===== config.mk =====
export PLATFORM = sky130hd
export DESIGN_NAME = vedic8_pp_combine_pipe
export DESIGN_NICKNAME = d
export VERILOG_FILES = /design/src/rtl/vedic_pkg.sv /design/src/rtl/vedic8_pp_combine_pipe_adders.sv /design/src/rtl/vedic8_pp_combine_pipe.sv
export SDC_FILE = /design/constraint.sdc
export NUM_CORES = 1
export LEC_CHECK = 0
export CORE_ASPECT_RATIO = 0.7
export CORE_MARGIN = 4
export CORE_UTILIZATION = 51
export CTS_CLUSTER_SIZE = 8
export DETAILED_ROUTE_END_ITERATION = 6
export PLACE_DENSITY = 0.89
export RECOVER_POWER = 100
export REMOVE_ABC_BUFFERS = 1
export SYNTH_ARGS = -nofsm -noshare
export SYNTH_HDL_FRONTEND = slang
export SYNTH_SLANG_ARGS = --single-unit

===== constraint.sdc =====
create_clock -name clk -period 8.69 [get_ports clk]
set_input_delay 1.3035 -clock clk [delete_from_list [all_inputs] [get_ports clk]]
set_output_delay 1.3035 -clock clk [all_outputs]
set_load 0.02 [all_outputs]

===== src/rtl/vedic_pkg.sv =====
`default_nettype none
// ---------------------------------------------------------------------------
// Module : vedic_pkg
// Brief  : Shared widths and partial-product ordering for the Vedic multiplier.
// Rev    : 1.0
// ---------------------------------------------------------------------------
package vedic_pkg;

  localparam int PP_W   = 8;
  localparam int PROD_W = 16;

  // Partial-product order shared with the 4x4 multiplier stage.
  typedef enum logic [1:0] {
    PP_LL = 2'd0,
    PP_HL = 2'd1,
    PP_LH = 2'd2,
    PP_HH = 2'd3
  } pp_idx_e;

  typedef struct packed {
    logic [PP_W:0]   mid;
    logic [PP_W-1:0] q0;
    logic [PP_W-1:0] q3;
  } s1_data_t;

endpackage
`default_nettype wire


===== src/rtl/vedic8_pp_combine_pipe_adders.sv =====
`default_nettype none
// ---------------------------------------------------------------------------
// Module : full_adder / four_bit_ripple_adder / adder12_ripple
// Brief  : Ripple-carry adder building blocks for the combine stage.
// Rev    : 1.0
// ---------------------------------------------------------------------------
module full_adder (
  input  logic a,
  input  logic b,
  input  logic cin,
  output logic sum,
  output logic cout
);
  assign sum  = a ^ b ^ cin;
  assign cout = (a & b) | (cin & (a ^ b));
endmodule

module four_bit_ripple_adder (
  input  logic [3:0] a,
  input  logic [3:0] b,
  input  logic       cin,
  output logic [3:0] sum,
  output logic       cout
);
  logic [4:0] w_c;

  assign w_c[0] = cin;
  assign cout   = w_c[4];

  for (genvar i = 0; i < 4; i++) begin : g_fa
    full_adder u_fa (
      .a   (a[i]),
      .b   (b[i]),
      .cin (w_c[i]),
      .sum (sum[i]),
      .cout(w_c[i+1])
    );
  end
endmodule

module adder12_ripple (
  input  logic [11:0] a,
  input  logic [11:0] b,
  output logic [11:0] sum,
  output logic        cout
);
  logic [3:0] w_c;

  assign w_c[0] = 1'b0;
  assign cout   = w_c[3];

  for (genvar n = 0; n < 3; n++) begin : g_nib
    logic w_co;
    four_bit_ripple_adder u_add4 (
      .a   (a[4*n +: 4]),
      .b   (b[4*n +: 4]),
      .cin (w_c[n]),
      .sum (sum[4*n +: 4]),
      .cout(w_co)
    );
    if (n < 2) begin : g_link
      assign w_c[n+1] = w_co;
    end else begin : g_last
      assign w_c[3] = w_co;
    end
  end
endmodule
`default_nettype wire


===== src/rtl/vedic8_pp_combine_pipe.sv =====
`default_nettype none
// ---------------------------------------------------------------------------
// Module : vedic8_pp_combine_pipe
// Brief  : Two-stage valid/ready pipeline reducing q0..q3 to the 16-bit product.
// Rev    : 1.0
// ---------------------------------------------------------------------------
module vedic8_pp_combine_pipe
  import vedic_pkg::*;
#(
  parameter int TAG_W = 4
) (
  input  logic              clk,
  input  logic              rst_n,
  input  logic              in_valid,
  output logic              in_ready,
  input  logic [PP_W-1:0]   q0,
  input  logic [PP_W-1:0]   q1,
  input  logic [PP_W-1:0]   q2,
  input  logic [PP_W-1:0]   q3,
  input  logic [TAG_W-1:0]  in_tag,
  output logic              out_valid,
  input  logic              out_ready,
  output logic [PROD_W-1:0] product,
  output logic [TAG_W-1:0]  out_tag,
  output logic              busy
);

  logic              r_v1;
  logic              r_v2;
  s1_data_t          r_s1;
  logic [TAG_W-1:0]  r_tag1;
  logic [TAG_W-1:0]  r_tag2;
  logic [PROD_W-1:0] r_product;

  logic              w_en1;
  logic              w_en2;
  logic              w_mid_c;
  logic              w_mid_co;
  logic [PP_W:0]     w_mid;
  logic [11:0]       w_upper;
  logic              w_carry_unused;

  // A stage may load whenever it is empty or its contents move on this cycle.
  assign w_en2    = !r_v2 | out_ready;
  assign w_en1    = !r_v1 | w_en2;
  assign in_ready = w_en1;

  four_bit_ripple_adder u_mid_lo (
    .a   (q1[3:0]),
    .b   (q2[3:0]),
    .cin (1'b0),
    .sum (w_mid[3:0]),
    .cout(w_mid_c)
  );

  four_bit_ripple_adder u_mid_hi (
    .a   (q1[7:4]),
    .b   (q2[7:4]),
    .cin (w_mid_c),
    .sum (w_mid[7:4]),
    .cout(w_mid_co)
  );

  assign w_mid[8] = w_mid_co;

  // Upper 12 bits: {q3, q0[7:4]} + mid; the true sum never exceeds 0xFFF.
  adder12_ripple u_upper (
    .a   ({r_s1.q3, r_s1.q0[7:4]}),
    .b   ({3'b000, r_s1.mid}),
    .sum (w_upper),
    .cout(w_carry_unused)
  );

  always_ff @(posedge clk) begin
    if (!rst_n) begin
      r_v1      <= 1'b0;
      r_v2      <= 1'b0;
      r_s1      <= '0;
      r_tag1    <= '0;
      r_tag2    <= '0;
      r_product <= '0;
    end else begin
      if (w_en1) begin
        r_v1    <= in_valid;
        r_s1    <= '{mid: w_mid, q0: q0, q3: q3};
        r_tag1  <= in_tag;
      end
      if (w_en2) begin
        r_v2      <= r_v1;
        r_product <= {w_upper, r_s1.q0[3:0]};
        r_tag2    <= r_tag1;
      end
    end
  end

  assign out_valid = r_v2;
  assign product   = r_product;
  assign out_tag   = r_tag2;
  assign busy      = r_v1 | r_v2;

endmodule
`default_nettype wire

=== Word-level counts from Yosys, hierarchy flattened ===
Cells that the tools add are included.

* Bits in writable memories: 0
* Input bits: 40
* Logic and storage cells: 97
* ROM bits: 0
* Output and inout bits: 23
* Flip-flop bits (word level): 51
* Memories: 0
* Latch bits: 0

* Add/sub/neg operators: 0
* Bitwise logic cells: 87
* Equality and inequality tests: 0
* Multiplexer cells: 0
* Divide/modulo/power cells: 0
* Reductions and logical operators: 2
* Magnitude comparators: 0
* Multiply operators: 0
* Shifts and indexed selects: 0

{| class="wikitable"
|+ Operators with widths
! kind !! count
|-
| XOR 1 bit || 35
|-
| AND 1 bit || 34
|-
| OR 1 bit || 18
|-
| logical NOT 1 bit || 2
|}

=== Logic depth before layout (Yosys ltp) ===
Gate-level depths: netlist of the first run.

* Depth after elaboration: 20
* Gate-level depth with buffers: 13
* Depth with buffers taken out: 13

=== By module ===
Synthesis of the first run repeated with hierarchy kept, for this count alone.

* Cells, all modules: 247
* Area total of the unflattened synthesis: 2317.2 µm²

{| class="wikitable"
|+ By module, submodules not included
! module !! times used !! cells an instance !! seq. area each (µm²) !! area each (µm²)
|-
| vedic8_pp_combine_pipe || 1 || 226 || 1021.0 || 1913.1
|-
| full_adder || 20 || 1 || 0.0 || 20.0
|-
| adder12_ripple || 1 || 1 || 0.0 || 3.8
|}

=== Worst setup path before layout of the first run ===
OpenSTA, ideal clock, no wires.

* Path type: flip-flop to flip-flop
* From: reg r_s1[16] (netlist name)
* To: reg r_product[15] (netlist: product[15])
* Path buffers: 0
* Data required time: 8568 ps
* Arrival: 4670 ps
* Cell stages (with the launch flop): 14
* Setup slack: 3899 ps
* Cell sequence: dfxtp_1 > ha_1 > fa_1 > fa_1 > fa_1 > fa_1 > fa_1 > fa_1 > fa_1 > fa_1 > ha_1 > ha_1 > xnor2_1 > a21oi_1

* Word-level cells in the longest chain between the ends: 20

{| class="wikitable"
|+ RTL lines
! element !! RTL line !! RTL
|-
| start, declared || vedic8_pp_combine_pipe.sv:30 || <nowiki>s1_data_t r_s1;</nowiki>
|-
| start signal, assigned || vedic8_pp_combine_pipe.sv:85 || <nowiki>r_s1 <= '{mid: w_mid, q0: q0, q3: q3};</nowiki>
|-
| AND 1 bit (2 in a row) || vedic8_pp_combine_pipe_adders.sv:15 || <nowiki>assign cout = (a & b) | (cin & (a ^ b));</nowiki>
|-
| OR 1 bit || vedic8_pp_combine_pipe_adders.sv:15 ||
|-
| AND 1 bit || vedic8_pp_combine_pipe_adders.sv:15 ||
|-
| OR 1 bit || vedic8_pp_combine_pipe_adders.sv:15 ||
|-
| AND 1 bit || vedic8_pp_combine_pipe_adders.sv:15 ||
|-
| OR 1 bit || vedic8_pp_combine_pipe_adders.sv:15 ||
|-
| AND 1 bit || vedic8_pp_combine_pipe_adders.sv:15 ||
|-
| OR 1 bit || vedic8_pp_combine_pipe_adders.sv:15 ||
|-
| [2 not listed] || -- ||
|-
| AND 1 bit || vedic8_pp_combine_pipe_adders.sv:15 ||
|-
| OR 1 bit || vedic8_pp_combine_pipe_adders.sv:15 ||
|-
| AND 1 bit || vedic8_pp_combine_pipe_adders.sv:15 ||
|-
| OR 1 bit || vedic8_pp_combine_pipe_adders.sv:15 ||
|-
| AND 1 bit || vedic8_pp_combine_pipe_adders.sv:15 ||
|-
| OR 1 bit || vedic8_pp_combine_pipe_adders.sv:15 ||
|-
| AND 1 bit (2 in a row) || vedic8_pp_combine_pipe_adders.sv:15 ||
|-
| XOR 1 bit || vedic8_pp_combine_pipe_adders.sv:14 || <nowiki>assign sum = a ^ b ^ cin;</nowiki>
|-
| end signal, assigned || vedic8_pp_combine_pipe.sv:90 || <nowiki>r_product <= {w_upper, r_s1.q0[3:0]};</nowiki>
|-
| end, declared || vedic8_pp_combine_pipe.sv:33 || <nowiki>logic [PROD_W-1:0] r_product;</nowiki>
|}

Every way passes these cells.
A chain may end at the register's enable or synchronous reset.

=== Worst setup path in the final report of the first run ===
* From: in out_ready
* To: out in_ready

* Word-level cells in the longest chain between the ends: 2

{| class="wikitable"
|+ RTL lines
! element !! RTL line !! RTL
|-
| start, declared || vedic8_pp_combine_pipe.sv:22 || <nowiki>input logic out_ready,</nowiki>
|-
| OR 1 bit || vedic8_pp_combine_pipe.sv:44 || <nowiki>assign w_en2 = !r_v2 | out_ready;</nowiki>
|-
| OR 1 bit || vedic8_pp_combine_pipe.sv:45 || <nowiki>assign w_en1 = !r_v1 | w_en2;</nowiki>
|-
| end, declared || vedic8_pp_combine_pipe.sv:15 || <nowiki>output logic in_ready,</nowiki>
|}

Every way passes these cells.

==> run summary, run 1 <==
Worst-path fanout max: 33
Max frequency: 0.158 GHz
Leak: 1.34 nW
H-tree Lvls: 2
DR WL/cell: 13.7 µm
Layout cells sized above 1: 3.34%
Maxcap violations: 0
Clock sinks: 51
Worst-Skew Late Latency: 0.30 ns
Drt pass-1 iters: 4
Period utilization: 72.8%
Via count of the first global-routing pass: 1865
Antenna violations before repair: 0
Hold Crit Endpoint: r_s1[9]
Worst Max-Slew Pin Slew: 1.15 ns
Setup Viol. Count Final: 0
GPL Wtd Cong: 0.744
CP endpoint kind: primary output
Outcome: completed
CTS resizes: 0
R2r setup slk: 3.65 ns
WP data required: 7.39 ns
First-pass GRT wire length: 8370 µm
Routed vias: 1811
# DRC: 0
DR iter-0 viols: 115
Setup tns final: 0 ns
Port Buffer Count: 62
CTS clk-pin slew, worst paths: 0.09 ns
TritonCTS clock tree: done
Share of the synthesized area in the top cell type: 45.2%
Clock tree buffer depth: 2
Slew Viols, Final: 0
Avg Cell Area, Syn: 9.14 µm²
Wirelength, routed: 4830 µm
Yosys reg bits: 51
Final Hold Viols: 0
Synth area leader: dfxtp_1
Initial Utilization: 55.2%
Num rows: 19
Library cells used by synthesis: 21
Antenna Nets Post-Route: 0
PD cells: 172 nW/µm²
Layout Area Growth over Synthesis: 29.9%
Critical path arrival: 5.02 ns
Hold WC Path Type: register to register
Core ar.: 4090 µm²
All-layer global routing usage: 19.0%
Root Driver: clkbuf_8
Relative slew slack: 23.4%
Final #Nets: 357
VDD IR-drop max: 115 µV
Hold path depth: 2
Reg-to-Reg Start: r_s1[16]
Placement Setup Slack: 3.69 ns
Most frequent cells in the layout: 67 x nand2_1, 52 x nand3_1, 51 x dfxtp_1
IO Pins: 63
Part of the Yosys area used for sequential elements: 45.2%
Post-CTS setup buffers: 0
Most common cell after layout, fill and taps aside: nand2_1
Worst reg-to-reg path cell count: 13
Chip height: 63.7 µm
Number of CTS-inserted buffers: 5
Synth Instances: 247
Ant diodes: 0
Overflow after GRT: 0
CTS Hold Bufs: 0
Chip Width: 87.5 µm
Top post-synthesis cells by area: dfxtp_1 45%, fa_1 13%, nand3_1 12%
Post-route setup slack: 2.37 ns
Post-Syn Area: 2260 µm²
Total die area: 5570 µm²
FF-to-FF End: product[14]
Pin count of the biggest net entering global routing: 78
RSZ-0062 raised after global routing: false
CP Class: input pin to primary output
Yosys warns: 0
Fillers: 332
Worst hold path startpoint: r_s1[9]
Post-route minimum period: 6.32 ns
Avg Vias per Cell: 5.16
DPL Wire Length: 3500 µm
Clock skew: 0.00358 ns
Startpoint Class: input pin
[flip-flops by register name, summed over array words and instances, names as in the netlist]
register / flops
r_s1: 25
r_v1: 1
r_tag1: 4
out_tag: 4
out_valid: 1
product: 16
[per-layer routing]
metal	part of all wire, %	up-vias	track usage, %
li1	-	907	-
met1	46	841	23.8
met2	47	58	32.9
met3	6.4	5	4.69
met4	0.75	0	4.02
met5	0	-	0
[critical path, cell delays in order]
cell           delay (ns)
dlygate4sd3_1        0.56
and3b_1              0.88
clkinvlp_2           1.25
dlygate4sd3_1        1.01
[worst max path at each step]
stage	slack, ns	cells past startpoint	startpoint	endpoint
4_1_cts	3.64	13	r_s1[16]	product[15]
3_3_place_gp	3.78	13	r_s1[16]	product[15]
6_report	2.37	4	out_ready	in_ready
2_1_floorplan	3.88	13	r_s1[16]	product[15]
5_1_grt	2.05	4	out_ready	in_ready
3_5_place_dp	3.69	13	r_s1[16]	product[15]
[synth_stat cells, drive strengths merged]
cell    number
nand3       52
dfxtp       51
nor2b        1
nand2       67
clkbuf       4
ha           4
a21oi        1
o21ai        1
a21boi      19
nand2b       1
and3b        1
fa          15
o211a        3
or2          1
buf         15
xnor2        1
inv          8
o21a         2
[through the flow]
| stage | instance area [µm²] | util, % | hold WS (ns) | instances | total power [W] |
|---|---|---|---|---|---|
| 3_5_place_dp | 2840 | 69.4 | 0.447 | 343 | 0.000368 |
| 6_report | 2930 | 71.7 | 0.462 | 351 | 0.000505 |
| 3_3_place_gp | 2840 | 69.4 | 0.442 | 343 | 0.000364 |
| 5_1_grt | 2930 | 71.7 | 0.483 | 351 | 0.000531 |
| 4_1_cts | 2940 | 71.8 | 0.461 | 351 | 0.000512 |
| 2_1_floorplan | 2150 | - | 0.434 | 228 | 0.000314 |
[cell families after synthesis]
kind of cell	Yosys count	synth area share, %
AND/OR/NAND/NOR	123	23.9
flip-flops	51	45.2
buffers and inverters	27	6.21
AO/OA/AOI/OAI	26	8.76
adder cells (fa/ha/maj)	19	15.5
XOR/XNOR	1	0.388
[cell type report]
cell class                      instances  area [µm²]  share of cell area [%]
Clock buffer                            8         100                    3.41
Inverter                                8        31.3                    1.07
Multi-Input combinational cell        169        1100                    37.4
Sequential cell                        51        1020                    34.8
Tap cell                               52        65.1                    2.22
Timing Repair Buffer                   63         619                    21.1
[power breakdown]
group	switching, W	internal (W)
clock	0.0000741	0.0000728
sequential	0.0000119	0.000253
combinational	0.0000459	0.0000474
total	0.000132	0.000373
Note: power is estimated with default switching activity, not from simulation.
==> run 2: changes to the inputs <==
Settings changed: CORE_UTILIZATION 51 to 43, PLACE_DENSITY 0.89 to 0.81.
Clock period 8.69 ns to 5.6 ns, I/O delays scaled along.
==> run 2 against run 1 <==
Against the previous run: wire length fell by 2.6%; count of clock-buffer cells in the layout fell by 1; combinational power rose by 52%; die area rose by 17%; register-to-register slack got worse by 3.0 ns; clock power rose by 54%; clock skew rose by 0.0015 ns; total power rose by 55%; critical path depth rose by 9; the flow now finishes with violations (max-capacitance violations, max-slew violations); cell count rose by 5.1%; utilization fell by 11 points.
==> run summary, run 2 (synthesis results as in run 1) <==
IO Pins: 63
Clock sinks: 51
FF-to-FF End: product[15]
# DRC: 0
Period utilization: 89.2%
Avg Vias per Cell: 4.95
Port Buffer Count: 62
Overall power: 0.000781 W
Hold WC Path Type: register to register
Most frequent cells in the layout: 67 x nand2_1, 52 x nand3_1, 51 x dfxtp_1
Worst-Skew Late Latency: 0.29 ns
Leak: 1.34 nW
Reg with most FFs: r_s1
Final #Nets: 358
Antenna violations before repair: 0
WP data required: 5.75 ns
Failing checks: max-capacitance violations, max-slew violations
Overflow after GRT: 0
Antenna Nets Post-Route: 0
Worst reg-to-reg path cell count: 13
Total die area: 6490 µm²
Startpoint Class: register
Chip height: 68.6 µm
CP Class: register to register
Maxcap violations: 1
Post-route setup slack: 0.608 ns
DR WL/cell: 12.7 µm
H-tree Lvls: 2
Root Driver: clkbuf_8
Ant diodes: 0
PD cells: 263 nW/µm²
DPL Wire Length: 3370 µm
Final Hold Viols: 0
R2r setup slk: 0.61 ns
Number of CTS-inserted buffers: 5
Max reg flops: 25
Critical path arrival: 5.14 ns
Worst hold path startpoint: r_tag1[3]
Placement Setup Slack: 0.571 ns
Wirelength, routed: 4700 µm
Worst Max-Slew Pin Slew: 2.88 ns
CTS clk-pin slew, worst paths: 0.09 ns
RSZ-0062 raised after global routing: false
Reg-to-Reg Start: r_s1[16]
Max frequency: 0.200 GHz
Chip Width: 94.6 µm
Core ar.: 4910 µm²
TritonCTS clock tree: done
Via count of the first global-routing pass: 1762
Routed vias: 1827
Initial Utilization: 45.9%
Hold Crit Endpoint: r_tag1[3]
Drt pass-1 iters: 4
Setup Viol. Count Final: 0
CTS resizes: 0
Hold path depth: 2
Clock skew: 0.00504 ns
Post-CTS setup buffers: 0
GPL Wtd Cong: 0.739
Slew Viols, Final: 78
Final Non-Filler Cells: 369
CP endpoint kind: register
Pin count of the biggest net entering global routing: 78
Num rows: 21
All-layer global routing usage: 15.3%
DR iter-0 viols: 100
Clock tree buffer depth: 2
Fin area: 2970 µm²
CTS Hold Bufs: 0
Layout Area Growth over Synthesis: 31.5%
VDD IR-drop max: 116 µV
Outcome: finished with violations
Placement Cell Area: 2870 µm²
First-pass GRT wire length: 7770 µm
Relative slew slack: -92.0%
Placed Cells: 361
Post-route minimum period: 4.99 ns
Most common cell after layout, fill and taps aside: nand2_1
Worst-path fanout max: 2
Setup tns final: 0 ns
Layout cells sized above 1: 4.00%
-- run 2: changes by cell type in the layout (fill, tap and decap cells not counted) --
| cell | previous run | this run |
|---|---|---|
| clkdlybuf4s50_1 | 36 | 38 |
| clkbuf_1 | 2 | 1 |
| dlygate4sd3_1 | 25 | 23 |
| buf_4 | 0 | 2 |
| buf_2 | 1 | 0 |
| clkinvlp_4 | 0 | 1 |
-- run 2: area by class of cell --
class                   count  area, µm²
well taps                  69       86.3
repair buffers             64        629
multi-input cells         169       1100
clock inverters             1       7.51
fillers                   467       1950
flip-flops and latches     51       1020
inverters                   8       31.3
clock buffers               7       96.3
-- run 2: metrics by stage --
stage | hold WS (ns) | utilization [%]
after global placement | 0.442 | 58.3
after global routing | 0.472 | 60.4
after CTS | 0.461 | 60.5
after detailed placement | 0.446 | 58.3
after floorplan | 0.434 | -
final | 0.459 | 60.4
-- run 2: layer usage --
metal / global-route usage [%] / wire (µm) / up-vias
li1: - / - / 913
met1: 20.5 / 2340 / 861
met2: 25.1 / 2030 / 50
met3: 4.12 / 301 / 3
met4: 3.60 / 22 / 0
met5: 0 / 0 / -
-- run 2: worst max-delay path by stage --
| stage | start | to | slack (ns) | depth (start not counted) |
|---|---|---|---|---|
| after global routing | r_s1[16] | product[14] | 0.38 | 13 |
| after global placement | r_s1[16] | product[15] | 0.70 | 13 |
| final | r_s1[16] | product[15] | 0.61 | 13 |
| after floorplan | r_s1[16] | product[15] | 0.79 | 13 |
| after detailed placement | r_s1[16] | product[14] | 0.57 | 13 |
| after CTS | r_s1[16] | product[15] | 0.57 | 13 |
-- run 2: where the power goes --
group	internal, W	total, W	switching [W]
registers	0.000393	0.000412	0.0000190
clock network	0.000112	0.000227	0.000115
logic	0.0000740	0.000142	0.0000682
-- run 2: critical path: stages (launching register included) --
cell and delay, ns:
dfxtp_1 0.33, ha_1 0.21, fa_1 0.45, fa_1 0.47, fa_1 0.47, fa_1 0.46
fa_1 0.47, fa_1 0.46, fa_1 0.46, fa_1 0.43, ha_1 0.21, ha_1 0.20
xnor2_1 0.14, a21oi_1 0.08
